<file path="config.mk">
export PLATFORM = sky130hd
export DESIGN_NAME = lsu_ctrl
export DESIGN_NICKNAME = d
export VERILOG_FILES = /design/src/rtl/lsu_pkg.sv /design/src/rtl/lsu_align.sv /design/src/rtl/lsu_ctrl.sv
export SDC_FILE = /design/constraint.sdc
export NUM_CORES = 1
export LEC_CHECK = 0
export BUFFER_PORTS_ARGS = -buffer_cell sky130_fd_sc_hd__buf_2
export CORE_AREA = 2 2 112 114
export DETAILED_ROUTE_END_ITERATION = 16
export DIE_AREA = 0 0 114 116
export PLACE_DENSITY_LB_ADDON = 0.3
export REMOVE_ABC_BUFFERS = 1
export SLEW_MARGIN = 20
export SYNTH_ARGS = -nofsm -noshare
export SYNTH_HDL_FRONTEND = slang
export SYNTH_HIERARCHICAL = 1
export SYNTH_SLANG_ARGS = --single-unit
export TNS_END_PERCENT = 10
</file>
<file path="constraint.sdc">
create_clock -name CLK -period 1.3 [get_ports CLK]
set_input_delay 0.13 -clock CLK [delete_from_list [all_inputs] [get_ports CLK]]
set_output_delay 0.13 -clock CLK [all_outputs]
set_load 0.05 [all_outputs]
</file>
<file path="src/rtl/lsu_pkg.sv">
// Shared definitions for the load/store control unit: funct3 codes, FSM
// states and the request legality check.
package lsu_pkg;

  localparam logic [2:0] F3_B  = 3'b000;
  localparam logic [2:0] F3_H  = 3'b001;
  localparam logic [2:0] F3_W  = 3'b010;
  localparam logic [2:0] F3_BU = 3'b100;
  localparam logic [2:0] F3_HU = 3'b101;

  typedef enum logic [1:0] {IDLE, RD, WR, RESP} state_e;

  // Legal when the size code exists for the direction, the access is
  // naturally aligned, and no address bit above the implemented range is set.
  function automatic logic is_legal(input logic        we,
                                    input logic [2:0]  funct3,
                                    input logic [31:0] addr,
                                    input int unsigned addr_w);
    logic ok;
    case (funct3)
      F3_B, F3_BU: ok = 1'b1;
      F3_H, F3_HU: ok = ~addr[0];
      F3_W:        ok = (addr[1:0] == 2'b00);
      default:     ok = 1'b0;
    endcase
    if (we && funct3[2]) ok = 1'b0;
    if ((addr_w < 32) && ((addr >> addr_w) != 32'd0)) ok = 1'b0;
    return ok;
  endfunction

endpackage

</file>
<file path="src/rtl/lsu_align.sv">
// Combinational data alignment: load extraction/extension and the
// sub-word store merge into the previously read word.
module lsu_align
  import lsu_pkg::*;
(
  input  logic [2:0]  funct3,
  input  logic [31:0] word,
  input  logic [31:0] wdata,
  output logic [31:0] load_data,
  output logic [31:0] store_data
);

  // Load result: pick the low byte/half of the read word and extend it.
  always_comb begin
    load_data = '0;
    case (funct3)
      F3_B:    load_data = {{24{word[7]}}, word[7:0]};
      F3_BU:   load_data = {24'd0, word[7:0]};
      F3_H:    load_data = {{16{word[15]}}, word[15:0]};
      F3_HU:   load_data = {16'd0, word[15:0]};
      F3_W:    load_data = word;
      default: load_data = '0;
    endcase
  end

  // Store word: replace only the addressed low byte/half, keep the rest.
  always_comb begin
    store_data = wdata;
    case (funct3[1:0])
      2'b00:   store_data = {word[31:8], wdata[7:0]};
      2'b01:   store_data = {word[31:16], wdata[15:0]};
      default: store_data = wdata;
    endcase
  end

endmodule

</file>
<file path="src/rtl/lsu_ctrl.sv">
// Load/store control unit: accepts one request at a time, sequences the
// data-memory read / write cycles and returns a valid/ready response.
//
// state | meaning
// IDLE  | waiting for a request, req_ready=1
// RD    | memory read, word captured into word_q
// WR    | single-cycle memory write (full word or merged sub-word)
// RESP  | response held until resp_ready
module lsu_ctrl
  import lsu_pkg::*;
#(
  parameter int unsigned ADDR_W = 16
) (
  input  logic        CLK,
  input  logic        RST,
  input  logic        req_valid,
  output logic        req_ready,
  input  logic        req_we,
  input  logic [2:0]  req_funct3,
  input  logic [31:0] req_addr,
  input  logic [31:0] req_wdata,
  output logic        resp_valid,
  input  logic        resp_ready,
  output logic [31:0] resp_rdata,
  output logic        resp_err,
  output logic [31:0] mem_addr,
  output logic [31:0] mem_wd,
  output logic        mem_we,
  input  logic [31:0] mem_rd
);

  state_e      state_q, state_d;
  logic        we_q, we_d;
  logic [2:0]  f3_q, f3_d;
  logic [31:0] addr_q, addr_d;
  logic [31:0] wdata_q, wdata_d;
  logic [31:0] word_q, word_d;
  logic        err_q, err_d;
  logic [31:0] load_data;
  logic [31:0] store_data;

  lsu_align u_align (
    .funct3     (f3_q),
    .word       (word_q),
    .wdata      (wdata_q),
    .load_data  (load_data),
    .store_data (store_data)
  );

  // Next-state, request latching and all FSM-driven outputs.
  always_comb begin
    state_d    = state_q;
    we_d       = we_q;
    f3_d       = f3_q;
    addr_d     = addr_q;
    wdata_d    = wdata_q;
    word_d     = word_q;
    err_d      = err_q;
    req_ready  = 1'b0;
    resp_valid = 1'b0;
    resp_rdata = '0;
    resp_err   = 1'b0;
    mem_addr   = addr_q;
    mem_wd     = '0;
    mem_we     = 1'b0;
    case (state_q)
      IDLE: begin
        req_ready = 1'b1;
        if (req_valid) begin
          we_d    = req_we;
          f3_d    = req_funct3;
          addr_d  = req_addr;
          wdata_d = req_wdata;
          err_d   = ~is_legal(req_we, req_funct3, req_addr, ADDR_W);
          if (err_d)                    state_d = RESP;
          else if (!req_we)             state_d = RD;
          else if (req_funct3 == F3_W)  state_d = WR;
          else                          state_d = RD;
        end
      end
      RD: begin
        word_d  = mem_rd;
        state_d = we_q ? WR : RESP;
      end
      WR: begin
        mem_we  = 1'b1;
        mem_wd  = store_data;
        state_d = RESP;
      end
      RESP: begin
        resp_valid = 1'b1;
        resp_err   = err_q;
        resp_rdata = (err_q || we_q) ? 32'd0 : load_data;
        if (resp_ready) state_d = IDLE;
      end
      default: state_d = IDLE;
    endcase
  end

  // State and request registers with synchronous reset.
  always_ff @(posedge CLK) begin
    if (RST) begin
      state_q <= IDLE;
      we_q    <= 1'b0;
      f3_q    <= '0;
      addr_q  <= '0;
      wdata_q <= '0;
      word_q  <= '0;
      err_q   <= 1'b0;
    end else begin
      state_q <= state_d;
      we_q    <= we_d;
      f3_q    <= f3_d;
      addr_q  <= addr_d;
      wdata_q <= wdata_d;
      word_q  <= word_d;
      err_q   <= err_d;
    end
  end

endmodule

</file>
==> impl_metrics.ini, run 1 <==
[finish]
syn_to_final_growth_pct = 57.3
design_area_sq_um = 8130
nNetsFinal = 947
drive_gt1_share_pct = 49.5
diodes = 0
fill_cells = 913

[placed_design]
globalplace.congestion = 0.803
pre_cts_slack_ns = -0.304
dp.final_hpwl_mm = 10.7
io_buffers = 203
postPlaceCellArea_sq_um = 6560

[yosys]
ys_ff_latch = 103
syn_area_sq_um = 5170
synth.distinct_cells = 37
ys_warn_count = 6
seq_area_frac_synth_pct = 39.9
synth.most_common_cell = nand2_1
synth_area_leaders = dfxtp_1, mux2i_1, nand2_1
synthArstFlopShare_pct = 0
syn_inst = 611
netlist.area_leader.share_pct = 39.9
syn_avg_cell_area_sq_um = 8.46
synth_edf_count = 0
synth_ff_type = dfxtp_1
yosys.area.top_type = dfxtp_1
synthTopCellsByCount = nand2_1, dfxtp_1, and2_1

[timing]
final.min_clock_period_ns = 1.84
worstMarginPinSlew_ns = 0.424
finalHoldViolations = 0
skew_ns = 0.0108
slew_violations = 0
period_share_pct = 141
rsz0062_at_grt = true
relSlewSlack_pct = 71.7
worst_slack_ns = -0.539
fmax_mhz = 544
setup_tns_ns = -47.56
setup_viol = 170

[clocking]
clkSinkCount = 103
path_clk_slew_ns = 0.08
root_buffer = clkbuf_16
clockBufferDepth = 2
cts_buffers = 9
clkLatencyLatePin_ns = 0.36
htreeDepth = 3
cts_tree = done

[pwr]
pwr-share-seq_pct = 29.7
p_switching_w = 0.00607
clockPowerShare_pct = 19.1
pwr-share-comb_pct = 51.2
internal_power_w = 0.00839
switching_share_pct = 42.0
p_per_area_nw_per_um2 = 1780
ir_worst_vdd_v = 0.00108
p_leak_nw = 3.55

[setup_path]
worstPathMaxFanout = 8
cp.arrival_ns = 1.71
endpoint_kind = primary output
startpoint_type = flop
crit_type = flop to primary output
critPathRequiredTime_ns = 1.17

[hold_path]
hold_path_class = input port to flop

[die]
start_util_pct = 43.4
fp-row-count = 40
dieHeight_um = 116
die_width_um = 114
coreArea_sq_um = 11900
dieArea_sq_um = 13200
ios = 204

[global_route]
grt_max_degree = 51
grt_pass1_wl_mm = 24.8
grt_pass1_vias = 4991
grt-ovfl-total = 0
grt_usage_pct = 24.0
antenna_found_initial = 0

[detailed_routing]
drc = 0
wl_mm = 17.1
postRouteAntennaNets = 0
first_pass_iters = 6
wl_per_cell_um = 17.2
dr.first_iter.drc_count = 267
viasPerCell = 5.20
via_count = 5155

[status]
status = complete, but fails checks
violations = setup timing

[flow_run]
max_cap_viol_count = 0
metrics by stage:
| stage | instances | utilization [%] | power (W) | hold WS [ns] |
|---|---|---|---|---|
| floorplan | 554 | - | 0.00807 | 0.199 |
| global placement | 952 | 55.1 | 0.0101 | 0.363 |
| detailed placement | 952 | 55.1 | 0.0103 | 0.372 |
| CTS | 986 | 64.3 | 0.0137 | 0.0000230 |
| global route | 991 | 68.2 | 0.0151 | 0.00470 |
| finish | 991 | 68.2 | 0.0145 | 0.00835 |
worst paths after layout:
path	start	endpoint	slack (ns)	cells past startpoint
setup / recovery	f3_q[0]	mem_wd[15]	-0.54	6
hold / removal	req_wdata[27]	wdata_q[27]	0.008	3
setup reg to reg	state_q[1]	word_q[11]	-0.29	8
hold reg to reg	mem_addr[28]	mem_addr[28]	0.45	2
sequential cells by signal (all words and copies together), names as in the netlist:
name	cells
err_q	1
f3_q	3
mem_addr	32
state_q	2
wdata_q	32
we_q	1
word_q	32
power by group through the flow:
stage	Clock [W]	Sequential, W	Combinational [W]
final	0.00276	0.00429	0.00741
after global routing	0.00293	0.00437	0.00785
after CTS	0.00281	0.00423	0.00669
after detailed placement	0	0.00427	0.00598
after global placement	0	0.00423	0.00586
after floorplan	0	0.00488	0.00319
cell families (layout without fill, tap and decap cells):
kind of cell	Yosys count	after routing	share of synthesized area, %
AOI/OAI and AO/OA	102	102	13.1
adders and majority gates	4	4	0.968
buffers and inverters	61	294	6.25
DFF	103	103	39.9
muxes	80	80	16.1
and+or+nand+nor	261	261	23.7
critical path, cell delays in order (launching register included):
cell and delay, ns:
dfxtp_4 0.36, buf_12 0.12, nor2_4 0.11, buf_12 0.15
mux2_4 0.31, and2_4 0.16, buf_6 0.14
placed cells by master (no fill, tap or decap), drive strengths merged, types with 2 or more instances in the layout:
master         n
o21bai         2
dfxtp        103
a221oi         2
mux2i         56
o21ai         18
ha             4
nor2          35
nor4           3
dlygate4sd3   14
nand2        138
a21oi         68
o2bb2ai        8
mux2          24
clkbuf        11
and2          74
nor3           2
inv           10
nor2b          2
buf          258
area by class of cell:
cell class	instances	area (sq um)	share of cell area, %
multi-input combinational	447	3160	38.9
tap	147	184	2.26
clock inverter	7	76.3	0.939
clock buffer	9	225	2.77
timing repair buffer	274	2390	29.4
sequential	103	2070	25.5
inverter	4	17.5	0.215
metal layers:
metal / part of all wire [%] / global-route usage, % / wire length (um) / up-vias
li1: - / - / - / 2473
met1: 40 / 27.7 / 6790 / 2469
met2: 52 / 43.3 / 8860 / 186
met3: 6.4 / 5.91 / 1090 / 27
met4: 2.0 / 8.78 / 345 / 0
met5: 0 / 0 / 0 / -
repair_timing:
item	in CTS	in global routing
cloned	2	2
hold buffers	14	0
resized for setup	198	113
buffers inserted	2	3
endpoints found under the hold margin	14	0
pin swaps	1	20
endpoints found under the setup margin	171	171
Power figures use the tool's default switching activity.
==> run 2: changes to the inputs <==
Settings changed: CORE_AREA 2 2 112 114 to 2 2 147 149, DIE_AREA 0 0 114 116 to 0 0 149 151.
==> impl_metrics.ini, run 2 (same netlist as run 1, synthesis figures left out) <==
[finish]
drive_gt1_share_pct = 50.3
layout_common_cells = nand2_1, buf_2, dfxtp_1
multi_input_comb_area_sq_um = 3260
fill_cells = 2100
seqCellArea_sq_um = 2080
syn_to_final_growth_pct = 67.4
diodes = 0
nNetsFinal = 969
design_area_sq_um = 8650
mostFrequentLayoutCell = nand2_1
finalNonFillerCells = 1141

[pwr]
ir_worst_vdd_v = 0.000723
p_leak_nw = 3.66
p_per_area_nw_per_um2 = 1690

[placed_design]
io_buffers = 203
dp.final_hpwl_mm = 11.3
postPlaceCellArea_sq_um = 6860
dpl.cell_count = 1079
pre_cts_slack_ns = -0.364
globalplace.congestion = 0.727

[setup_path]
worstPathCellList = ha_4 -> nor3b_4 -> buf_6 -> clkbuf_16 -> and2_1 -> buf_6
crit_type = flop to primary output
slowest_stage = dfxtp_4
startpoint_type = flop
crit_top_cell = buf_6
endpoint_kind = primary output
critPathRequiredTime_ns = 1.17
critPathMaxStageDelay_ns = 0.37
worstPathMaxFanout = 8
cp.arrival_ns = 1.66

[timing]
relSlewSlack_pct = 74.4
rsz0062_at_grt = true
finalHoldViolations = 0
period_share_pct = 138
setup_tns_ns = -37.79
setup_viol = 169
worstMarginPinSlew_ns = 0.385
final.min_clock_period_ns = 1.79
fmax_mhz = 559
skew_ns = 0.00754
worst_slack_ns = -0.489
slew_violations = 0

[detailed_routing]
dr.first_iter.drc_count = 159
postRouteAntennaNets = 0
wl_per_cell_um = 15.4
wl_mm = 17.6
drc = 0
via_count = 4999
viasPerCell = 4.38
first_pass_iters = 4

[die]
fp-row-count = 53
start_util_pct = 24.8
die_width_um = 149
coreArea_sq_um = 20800
dieHeight_um = 151
ios = 204
dieArea_sq_um = 22500

[clocking]
cts_tree = done
clkLatencyLatePin_ns = 0.36
clockBufferDepth = 2
path_clk_slew_ns = 0.07
htreeDepth = 3
root_buffer = clkbuf_16
cts_buffers = 9
clkSinkCount = 103

[global_route]
grt-ovfl-total = 0
grt_pass1_wl_mm = 26.5
grt_max_degree = 34
antenna_found_initial = 0
grt_usage_pct = 15.1
grt_pass1_vias = 4993

[hold_path]
hold_path_class = input port to flop

[flow_run]
max_cap_viol_count = 0

[status]
violations = setup timing
status = complete, but fails checks
-- run 2: metal layers --
layer / up-vias / track usage [%] / wire (um)
met4: 0 / 4.24 / 227
met1: 2338 / 19.3 / 8130
met3: 14 / 4.31 / 1040
li1: 2512 / - / -
met2: 135 / 25.0 / 8180
met5: - / 0 / 0
-- run 2: through the flow --
stage	utilization [%]	total power, W	hold slack (ns)
final	41.6	0.0146	0.0118
after global routing	41.6	0.0155	0.00235
after CTS	39.1	0.0141	0.000236
after detailed placement	32.9	0.0106	0.371
after global placement	32.9	0.0106	0.365
after floorplan	-	0.00807	0.199
-- run 2: timing repair --
item | CTS | global route
cloned | 1 | 3
setup endpoints to repair | 171 | 151
hold endpoints to repair | 36 | 2
buffers inserted | 2 | 3
resized for setup | 190 | 122
pin swaps | 0 | 20
hold buffers | 36 | 2
-- run 2: final cells by class --
| type | instances | share of cell area [%] |
|---|---|---|
| Inverter | 4 | 0.231 |
| Tap cell | 275 | 3.98 |
| Timing Repair Buffer | 296 | 31.0 |
| Sequential cell | 103 | 24.0 |
| Multi-Input combinational cell | 447 | 37.6 |
| Clock buffer | 12 | 2.96 |
| Clock inverter | 4 | 0.231 |
-- run 2: where the power goes --
group | internal (W) | leakage (nW) | total, W | switching (W)
Clock | 0.00139 | 0.142 | 0.00263 | 0.00124
Combinational | 0.00345 | 2.67 | 0.00772 | 0.00427
Sequential | 0.00382 | 0.845 | 0.00428 | 0.000460
Total | 0.00866 | 3.66 | 0.0146 | 0.00597
-- run 2: critical path, delay by kind of cell (launching register included) --
| family | cells | cell delay [ns] |
|---|---|---|
| buf+inv | 3 | 0.50 |
| simple gates | 2 | 0.31 |
| fa+ha+maj | 1 | 0.13 |
| flops | 1 | 0.37 |
-- run 2: path summary, 6_finish.rpt --
kind | start | end | depth (start not counted) | slack (ns)
setup / recovery | state_q[1] | resp_rdata[0] | 6 | -0.49
hold / removal | mem_rd[5] | word_q[5] | 3 | 0.01
setup reg to reg | state_q[0] | wdata_q[3] | 7 | -0.18
hold reg to reg | mem_addr[28] | mem_addr[28] | 2 | 0.45
==> run 3: changes to the inputs <==
Clock period 1.3 ns to 1.85 ns, I/O delays scaled along.
==> impl_metrics.ini, run 3 (same netlist as run 1, synthesis figures left out) <==
[setup_path]
slowest_stage = dfxtp_2
rr_startpoint = state_q[1]
rrSetupSlack_ns = 0.20
r2r.worst_path.cells = 6
regToRegEndpoint = state_q[1]
worstPathMaxFanout = 4
worstPathCellList = buf_6 -> nor2_4 -> buf_6 -> mux2_1 -> and2_4 -> buf_6
critPathMaxStageDelay_ns = 0.34
crit_top_cell = buf_6
cp.arrival_ns = 1.70
crit_type = flop to primary output
startpoint_type = flop
endpoint_kind = primary output
critPathRequiredTime_ns = 1.66

[clocking]
path_clk_slew_ns = 0.08
cts_tree = done
clockBufferDepth = 2
htreeDepth = 3
clkSinkCount = 103
holdBufCountCts = 0
cts_buffers = 9
root_buffer = clkbuf_16
clkLatencyLatePin_ns = 0.36

[detailed_routing]
wl_per_cell_um = 15.2
postRouteAntennaNets = 0
drc = 0
first_pass_iters = 4
viasPerCell = 4.40
via_count = 4806
wl_mm = 16.6
dr.first_iter.drc_count = 134

[die]
fp-row-count = 53
dieArea_sq_um = 22500
dieHeight_um = 151
die_width_um = 149
start_util_pct = 24.8
coreArea_sq_um = 20800
ios = 204

[placed_design]
dp.final_hpwl_mm = 11.3
pre_cts_slack_ns = -0.0181
io_buffers = 203
globalplace.congestion = 0.729

[global_route]
top_usage_layer = met2
antenna_found_initial = 0
grt_max_degree = 49
grt_use_met3_pct = 3.86
grt-ovfl-total = 0
grt_pass1_wl_mm = 25.0
grt_usage_pct = 14.4
grt.met2_usage_pct = 23.9
met1_usage_pct = 18.7
grt_pass1_vias = 4603

[timing]
worstMarginPinSlew_ns = 0.458
slew_violations = 0
whs_ns = 0.0537
worst_slack_ns = -0.0350
setup_viol = 19
relSlewSlack_pct = 69.5
fmax_mhz = 530
finalHoldViolations = 0
final.min_clock_period_ns = 1.89
period_share_pct = 102
rsz0062_at_grt = true
skew_ns = 0.0129

[status]
violations = setup timing
status = complete, but fails checks

[hold_path]
hold_depth = 3
min_to = mem_addr[15]
hold_path_class = input port to flop
min-delay-start = req_addr[15]

[finish]
layout_common_cells = buf_2, nand2_1, dfxtp_1
diodes = 0
mostFrequentLayoutCell = buf_2
fill_cells = 2190
drive_gt1_share_pct = 43.7
syn_to_final_growth_pct = 48.6
nNetsFinal = 920

[pwr]
p_per_area_nw_per_um2 = 1230
p_leak_nw = 3.32
ir_worst_vdd_v = 0.000467

[flow_run]
max_cap_viol_count = 0
run 3: through the flow:
stage                     instances  area [sq um]  TNS [ns]  total power (W)  util, %
final                          1092          7680    -0.156          0.00946     36.9
after CTS                      1085          7400     -1.14          0.00939     35.6
after floorplan                 554          4860   -101.63          0.00567        -
after global placement         1060          6550    -0.101          0.00700     31.5
after global routing           1092          7680     -2.96           0.0101     36.9
after detailed placement       1060          6550   -0.0330          0.00703     31.5
run 3: worst max-delay path by stage:
stage | startpoint | endpoint | slack, ns | depth (start not counted)
after floorplan | state_q[0] | resp_rdata[0] | -1.0 | 3
after global placement | req_addr[18] | state_q[1] | -0.04 | 6
after detailed placement | req_addr[18] | state_q[1] | -0.02 | 6
after CTS | f3_q[1] | mem_wd[21] | -0.05 | 4
after global routing | f3_q[0] | mem_wd[13] | -0.08 | 6
final | f3_q[0] | mem_wd[13] | -0.04 | 6
run 3: metal layers:
layer	vias up	share of wire (%)
met5	-	0
met4	0	1.2
met3	14	5.8
met2	139	47
met1	2230	46
li1	2423	-
run 3: timing repair:
item,in CTS,in global routing
gates cloned,2,2
endpoints found under the setup margin,56,94
resized for setup,146,64
pin swaps,7,9
setup buffers,7,5
run 3: area by class of cell:
type / count / area [sq um] / area share (%)
Tap cell: 275 / 344 / 4.48
Timing Repair Buffer: 247 / 2000 / 26.1
Clock buffer: 9 / 225 / 2.93
Multi-Input combinational cell: 447 / 2960 / 38.5
Sequential cell: 103 / 2070 / 27.0
Inverter: 4 / 15.0 / 0.195
Clock inverter: 7 / 63.8 / 0.831
run 3: worst max-delay path: cells and delay by family (launching register included):
kind	cells	cell delay, ns
buf+inv	3	0.41
simple gates	2	0.28
mux	1	0.32
flops	1	0.34
run 3: power breakdown:
group | internal, W | switching [W]
logic | 0.00183 | 0.00273
clock network | 0.000947 | 0.000974
registers | 0.00268 | 0.000300
total | 0.00546 | 0.00400
